## src/rtl/uart_rx_deserializer.sv

```systemverilog
// UART receive front end: line sync, start qualification, mid-bit sampling
// and a one-entry valid/ready holding register with error status.
module uart_rx_deserializer #(
    parameter int RX_OVERSAMPLE = 16,
    parameter int DATA_BITS     = 8,
    parameter int PARITY        = 0,
    parameter int STOP_BITS     = 1
) (
    input  logic                 clk,
    input  logic                 reset,
    input  logic                 i_Rx_ClkTick,
    input  logic                 i_Rx_Serial,
    input  logic                 i_Rx_Ready,
    output logic [DATA_BITS-1:0] o_Rx_Data,
    output logic                 o_Rx_Valid,
    output logic                 o_Frame_Err,
    output logic                 o_Parity_Err,
    output logic                 o_Overrun
);

    localparam int CW = $clog2(RX_OVERSAMPLE);
    localparam int BW = $clog2(DATA_BITS + 1);
    localparam logic [CW-1:0] CNT_MID  = CW'(RX_OVERSAMPLE / 2 - 1);
    localparam logic [CW-1:0] CNT_END  = CW'(RX_OVERSAMPLE - 1);
    localparam logic [BW-1:0] BIT_LAST = BW'(DATA_BITS - 1);

    typedef enum logic [2:0] {
        S_IDLE,
        S_START,
        S_DATA,
        S_PARITY,
        S_STOP,
        S_BREAK
    } state_t;

    state_t               state, state_nx;
    logic [CW-1:0]        cnt, cnt_nx;
    logic [BW-1:0]        bit_cnt, bit_nx;
    logic                 stop_idx, stop_nx;
    logic [DATA_BITS-1:0] shreg;
    logic                 par_err_r, frm_err_r;
    logic                 tick_prev, rx_meta, rx_s;
    logic                 tick_en, at_end;
    logic                 shift_en, par_en, stop_en, done;
    logic                 par_calc, par_bad, frm_fin;

    assign tick_en  = i_Rx_ClkTick & ~tick_prev;
    assign at_end   = (cnt == CNT_END);
    assign par_calc = (^shreg) ^ rx_s;
    assign par_bad  = (PARITY == 1) ? ~par_calc : par_calc;
    assign frm_fin  = frm_err_r | ~rx_s;

    always_comb begin
        state_nx = state;
        cnt_nx   = cnt;
        bit_nx   = bit_cnt;
        stop_nx  = stop_idx;
        shift_en = 1'b0;
        par_en   = 1'b0;
        stop_en  = 1'b0;
        done     = 1'b0;
        if (tick_en) begin
            unique case (state)
                S_IDLE: begin
                    if (!rx_s) begin
                        state_nx = S_START;
                        cnt_nx   = '0;
                    end
                end
                S_START: begin
                    if (cnt == CNT_MID) begin
                        cnt_nx   = '0;
                        bit_nx   = '0;
                        state_nx = rx_s ? S_IDLE : S_DATA;
                    end else begin
                        cnt_nx = cnt + 1'b1;
                    end
                end
                S_DATA: begin
                    if (at_end) begin
                        shift_en = 1'b1;
                        cnt_nx   = '0;
                        bit_nx   = bit_cnt + 1'b1;
                        stop_nx  = 1'b0;
                        if (bit_cnt == BIT_LAST)
                            state_nx = (PARITY != 0) ? S_PARITY : S_STOP;
                    end else begin
                        cnt_nx = cnt + 1'b1;
                    end
                end
                S_PARITY: begin
                    if (at_end) begin
                        par_en   = 1'b1;
                        cnt_nx   = '0;
                        state_nx = S_STOP;
                    end else begin
                        cnt_nx = cnt + 1'b1;
                    end
                end
                S_STOP: begin
                    if (at_end) begin
                        stop_en = 1'b1;
                        cnt_nx  = '0;
                        if (STOP_BITS == 2 && !stop_idx) begin
                            stop_nx = 1'b1;
                        end else begin
                            done     = 1'b1;
                            state_nx = rx_s ? S_IDLE : S_BREAK;
                        end
                    end else begin
                        cnt_nx = cnt + 1'b1;
                    end
                end
                S_BREAK: begin
                    if (rx_s) state_nx = S_IDLE;
                end
                default: state_nx = S_IDLE;
            endcase
        end
    end

    always_ff @(posedge clk) begin
        if (reset) begin
            tick_prev    <= 1'b1;
            rx_meta      <= 1'b1;
            rx_s         <= 1'b1;
            state        <= S_IDLE;
            cnt          <= '0;
            bit_cnt      <= '0;
            stop_idx     <= 1'b0;
            shreg        <= '0;
            par_err_r    <= 1'b0;
            frm_err_r    <= 1'b0;
            o_Rx_Data    <= '0;
            o_Rx_Valid   <= 1'b0;
            o_Frame_Err  <= 1'b0;
            o_Parity_Err <= 1'b0;
            o_Overrun    <= 1'b0;
        end else begin
            tick_prev <= i_Rx_ClkTick;
            rx_meta   <= i_Rx_Serial;
            rx_s      <= rx_meta;
            state     <= state_nx;
            cnt       <= cnt_nx;
            bit_cnt   <= bit_nx;
            stop_idx  <= stop_nx;
            // per-character error accumulators restart with each start edge
            if (tick_en && state == S_IDLE) begin
                par_err_r <= 1'b0;
                frm_err_r <= 1'b0;
            end
            if (shift_en) shreg <= {rx_s, shreg[DATA_BITS-1:1]};
            if (par_en) par_err_r <= par_bad;
            if (stop_en) frm_err_r <= frm_fin;
            if (done) begin
                if (!o_Rx_Valid || i_Rx_Ready) begin
                    o_Rx_Data    <= shreg;
                    o_Frame_Err  <= frm_fin;
                    o_Parity_Err <= par_err_r;
                    o_Rx_Valid   <= 1'b1;
                end else begin
                    o_Overrun <= 1'b1;
                end
            end else if (o_Rx_Valid && i_Rx_Ready) begin
                o_Rx_Valid <= 1'b0;
            end
        end
    end

endmodule

```

## config.mk

```make
export PLATFORM = sky130hd
export DESIGN_NAME = uart_rx_deserializer
export DESIGN_NICKNAME = d
export VERILOG_FILES = /design/src/rtl/uart_rx_deserializer.sv
export SDC_FILE = /design/constraint.sdc
export NUM_CORES = 1
export LEC_CHECK = 0
export ABC_AREA = 1
export CAP_MARGIN = 30
export CORE_MARGIN = 2
export CORE_UTILIZATION = 28
export DETAILED_ROUTE_END_ITERATION = 8
export SKIP_CTS_REPAIR_TIMING = 1
export SLEW_MARGIN = 10
export SYNTH_ARGS = -nofsm -noshare
export SYNTH_HDL_FRONTEND = slang
export SYNTH_SLANG_ARGS = --single-unit
```

## constraint.sdc

```tcl
create_clock -name clk -period 2.2 [get_ports clk]
set_clock_uncertainty 0.15 [all_clocks]
set_input_delay 0.44 -clock clk [delete_from_list [all_inputs] [get_ports clk]]
set_output_delay 0.44 -clock clk [all_outputs]
set_load 0.03 [all_outputs]
```

==> Implementation_results.wiki <==
{| class="wikitable"
! Metric !! Value
|-
| CTS tree || done
|-
| Total count of max-transition violations in the final report || 0
|-
| Layout area overhead || 19.5%
|-
| Clock edge transition at the registers on the reported setup and hold paths || 80 ps
|-
| Die Width || 82.8 um
|-
| Antenna violations before repair || 0
|-
| Worst path bufs/invs || 1
|-
| Highest achievable clock rate || 0.523 GHz
|-
| Slew at the pin with the worst max-slew slack || 464 ps
|-
| Setup violation total in the final timing report || 0
|-
| DRC violation count after routing || 0
|-
| Sw Ratio || 23.7%
|-
| Clock network power share || 39.1%
|-
| Routed wire length per instance || 10.2 um
|-
| Maximum number of pins on one net before global-route repair || 21
|-
| Number of input and output port buffers inserted || 16
|-
| Gate count after technology mapping || 258
|-
| Number of levels the H-tree was split into || 2
|-
| Number of max-cap violations || 0
|-
| Proportion of layout cells with a drive suffix above 1 || 9.71%
|-
| Sequential group share of total power || 56.0%
|-
| Leakage power summed over all cells || 0.000842 uW
|-
| Startpoint Class || flip-flop
|-
| Number of rows in the core area || 28
|-
| Clock tree sinks || 36
|-
| Max clock buf depth || 2
|-
| Required @ worst endpoint || 1610 ps
|-
| Diode insertion count for antenna repair || 0
|-
| Via count of the routed design || 1599
|-
| Yosys top cell by area || sky130_fd_sc_hd__dfxtp_1
|-
| NumNets Final || 284
|-
| CP Data Arrival Time || 1320 ps
|-
| Worst IR drop on VDD || 0.213 mV
|-
| Slowest library cell on the worst path || sky130_fd_sc_hd__clkdlybuf4s50_1
|-
| Number of register bits inferred by synthesis || 36
|-
| Part of the total power dissipated in combinational logic || 4.9%
|-
| Outcome || finished, final reports clean
|-
| Mapped Area || 1740 um^2
|-
| Critical path, cell by cell || clkdlybuf4s50_1
|-
| Average cell area after synthesis || 6.73 um^2
|-
| Hold_ws || 264 ps
|-
| IO Pins || 17
|-
| Headroom to the max-slew limit || 69.1%
|-
| Number of warning messages in the yosys log || 0
|-
| Kind of cell adding the most delay to the critical path || buffers and inverters
|-
| Drt initial violations || 39
|-
| Type of the worst setup path || reg2out
|-
| Core region area || 5960 um^2
|-
| Net count after synthesis || 265
|-
| Total count of hold-check failures in the final report || 0
|-
| DPL Wire Length || 2.68 mm
|-
| Cell internal power dissipation || 897 uW
|-
| Type of the tightest min-delay check || reg2reg
|-
| Gr ovfl total || 0
|-
| Antenna Violating Nets Remaining || 0
|-
| Post-route fraction of the period consumed by the critical path || 87.0%
|-
| Maximum fanout encountered on the critical timing path || 2
|-
| Total global-route track usage || 12.1%
|-
| Inserted Clock Buffers || 5
|-
| Skew-Pair Late Insertion Delay || 290 ps
|-
| Effective utilization at floorplan || 29.2%
|-
| Worst Setup End Kind || output pin
|-
| Tmin final || 1910 ps
|-
| Cells taking the most area after synthesis || sky130_fd_sc_hd__dfxtp_1, sky130_fd_sc_hd__nand2_1, sky130_fd_sc_hd__nand3_1
|-
| Post-detailed-route via-to-cell ratio || 4.53
|-
| Total power || 1180 uW
|-
| Number of different library cells in the post-synthesis netlist || 25
|-
| Fraction of the yosys area taken by sequential cells || 41.5%
|-
| First-pass detailed-route iteration total || 4
|-
| Clock root buffer || sky130_fd_sc_hd__clkbuf_8
|-
| Unrepaired setup endpoints after global routing || no
|-
| GPL Wtd Cong || 0.794
|-
| Routed wire length || 3.60 mm
|-
| Vias in the first global route || 1461
|-
| Stage delay of the slowest cell on the critical path || 680 ps
|-
| First-pass GRT wire length || 6.29 mm
|-
| Die Height || 82.8 um
|-
| Switching power || 279 uW
|-
| Setup TNS after final layout || 0 ps
|-
| Power density cells || 566 nW/um^2
|-
| Die Area || 6850 um^2
|-
| Area share of the largest cell type after synthesis || 41.5%
|}
-- area by class of cell --
| cell class | count | area (um^2) |
|---|---|---|
| inverters | 31 | 116 |
| multi-input cells | 183 | 855 |
| repair buffers | 20 | 203 |
| clock buffers | 5 | 68.8 |
| fillers | 670 | 3880 |
| clock inverters | 3 | 18.8 |
| flip-flops and latches | 36 | 721 |
| well taps | 75 | 93.8 |
-- worst register-to-register path: cells and delay by family (launching register included) --
| kind | cells | cell delay [ps] |
|---|---|---|
| compound gates | 1 | 60 |
| buf+inv | 1 | 100 |
| simple gates | 5 | 820 |
| flops | 1 | 400 |
| fa+ha+maj | 1 | 190 |
-- power by group through the flow --
stage / logic, uW / registers, uW / clock network (uW)
global route: 66.8 / 658 / 510
global placement: 58.2 / 673 / 0
detailed placement: 58.1 / 673 / 0
floorplan: 40.1 / 672 / 0
CTS: 58.4 / 658 / 479
finish: 57.3 / 658 / 460
-- per-layer routing --
layer	vias to the layer above	global-route usage (%)	part of all wire, %
li1	864	-	-
met4	0	6.39	2.2
met3	6	3.37	3.6
met5	-	0	0
met2	17	19.9	46
met1	712	14.4	48
-- kinds of logic (layout without fill, tap and decap cells) --
| group | after synthesis | after routing | synth area share [%] |
|---|---|---|---|
| buf+inv | 39 | 59 | 9.29 |
| fa+ha+maj | 2 | 2 | 1.44 |
| flops | 36 | 36 | 41.5 |
| compound gates | 44 | 44 | 13.5 |
| simple gates | 137 | 137 | 34.2 |
-- through the flow --
stage	cells	cell area, um^2	setup slack [ps]	util (%)
after floorplan	258	1740	636	-
after global placement	345	1990	94.4	33.4
after detailed placement	345	1990	82.7	33.4
after CTS	353	2080	275	34.9
after global routing	353	2080	121	34.9
final	353	2080	287	34.9
-- cell usage in the layout (no fill, tap or decap) --
cell / instances
sky130_fd_sc_hd__nor2_4: 1
sky130_fd_sc_hd__and3_1: 1
sky130_fd_sc_hd__nor3_2: 1
sky130_fd_sc_hd__buf_12: 1
sky130_fd_sc_hd__nand3_1: 28
sky130_fd_sc_hd__inv_1: 28
sky130_fd_sc_hd__buf_4: 3
sky130_fd_sc_hd__nand2_2: 1
sky130_fd_sc_hd__a31oi_1: 3
sky130_fd_sc_hd__ha_1: 2
sky130_fd_sc_hd__clkinv_4: 1
sky130_fd_sc_hd__nor2_1: 27
sky130_fd_sc_hd__clkbuf_8: 5
sky130_fd_sc_hd__nor3_1: 2
sky130_fd_sc_hd__clkdlybuf4s50_1: 16
sky130_fd_sc_hd__nand2_1: 68
sky130_fd_sc_hd__and2_4: 1
sky130_fd_sc_hd__nor2_2: 2
sky130_fd_sc_hd__dfxtp_1: 36
sky130_fd_sc_hd__nand3b_1: 1
sky130_fd_sc_hd__inv_2: 3
sky130_fd_sc_hd__a21oi_2: 1
sky130_fd_sc_hd__clkinv_2: 2
sky130_fd_sc_hd__a21oi_1: 27
sky130_fd_sc_hd__a211oi_2: 1
sky130_fd_sc_hd__or2_2: 4
sky130_fd_sc_hd__o21ai_0: 12
-- state kept, by name, summed over array words and instances (netlist names) --
name,count
rx_s,1
o_Parity_Err,1
o_Frame_Err,1
o_Overrun,1
bit_cnt,4
tick_prev,1
state,3
par_err_r,1
cnt,4
frm_err_r,1
shreg,8
o_Rx_Data,8
rx_meta,1
o_Rx_Valid,1
-- worst paths after layout --
| check | depth (start not counted) | slack [ps] | start | to |
|---|---|---|---|---|
| setup / recovery | 1 | 290 | o_Rx_Data[7] | o_Rx_Data[7] |
| hold / removal | 1 | 260 | rx_meta | rx_s |
| setup reg to reg | 8 | 350 | cnt[0] | o_Rx_Data[0] |
| hold reg to reg | 1 | 260 | rx_meta | rx_s |
-- synth_stat cells --
cell                        n
sky130_fd_sc_hd__nand2_1   68
sky130_fd_sc_hd__dfxtp_1   36
sky130_fd_sc_hd__inv_1     28
sky130_fd_sc_hd__nand3_1   28
sky130_fd_sc_hd__a21oi_1   27
sky130_fd_sc_hd__nor2_1    27
sky130_fd_sc_hd__o21ai_0   12
sky130_fd_sc_hd__or2_2      4
sky130_fd_sc_hd__a31oi_1    3
sky130_fd_sc_hd__buf_2      3
sky130_fd_sc_hd__clkbuf_1   3
sky130_fd_sc_hd__inv_2      3
sky130_fd_sc_hd__ha_1       2
sky130_fd_sc_hd__nor2_2     2
sky130_fd_sc_hd__nor3_1     2
sky130_fd_sc_hd__a211oi_2   1
sky130_fd_sc_hd__a21oi_2    1
sky130_fd_sc_hd__and2_4     1
sky130_fd_sc_hd__and3_1     1
sky130_fd_sc_hd__buf_4      1
sky130_fd_sc_hd__buf_6      1
sky130_fd_sc_hd__nand2_2    1
sky130_fd_sc_hd__nand3b_1   1
sky130_fd_sc_hd__nor2_4     1
sky130_fd_sc_hd__nor3_2     1
(Power assumes the default switching activity.)
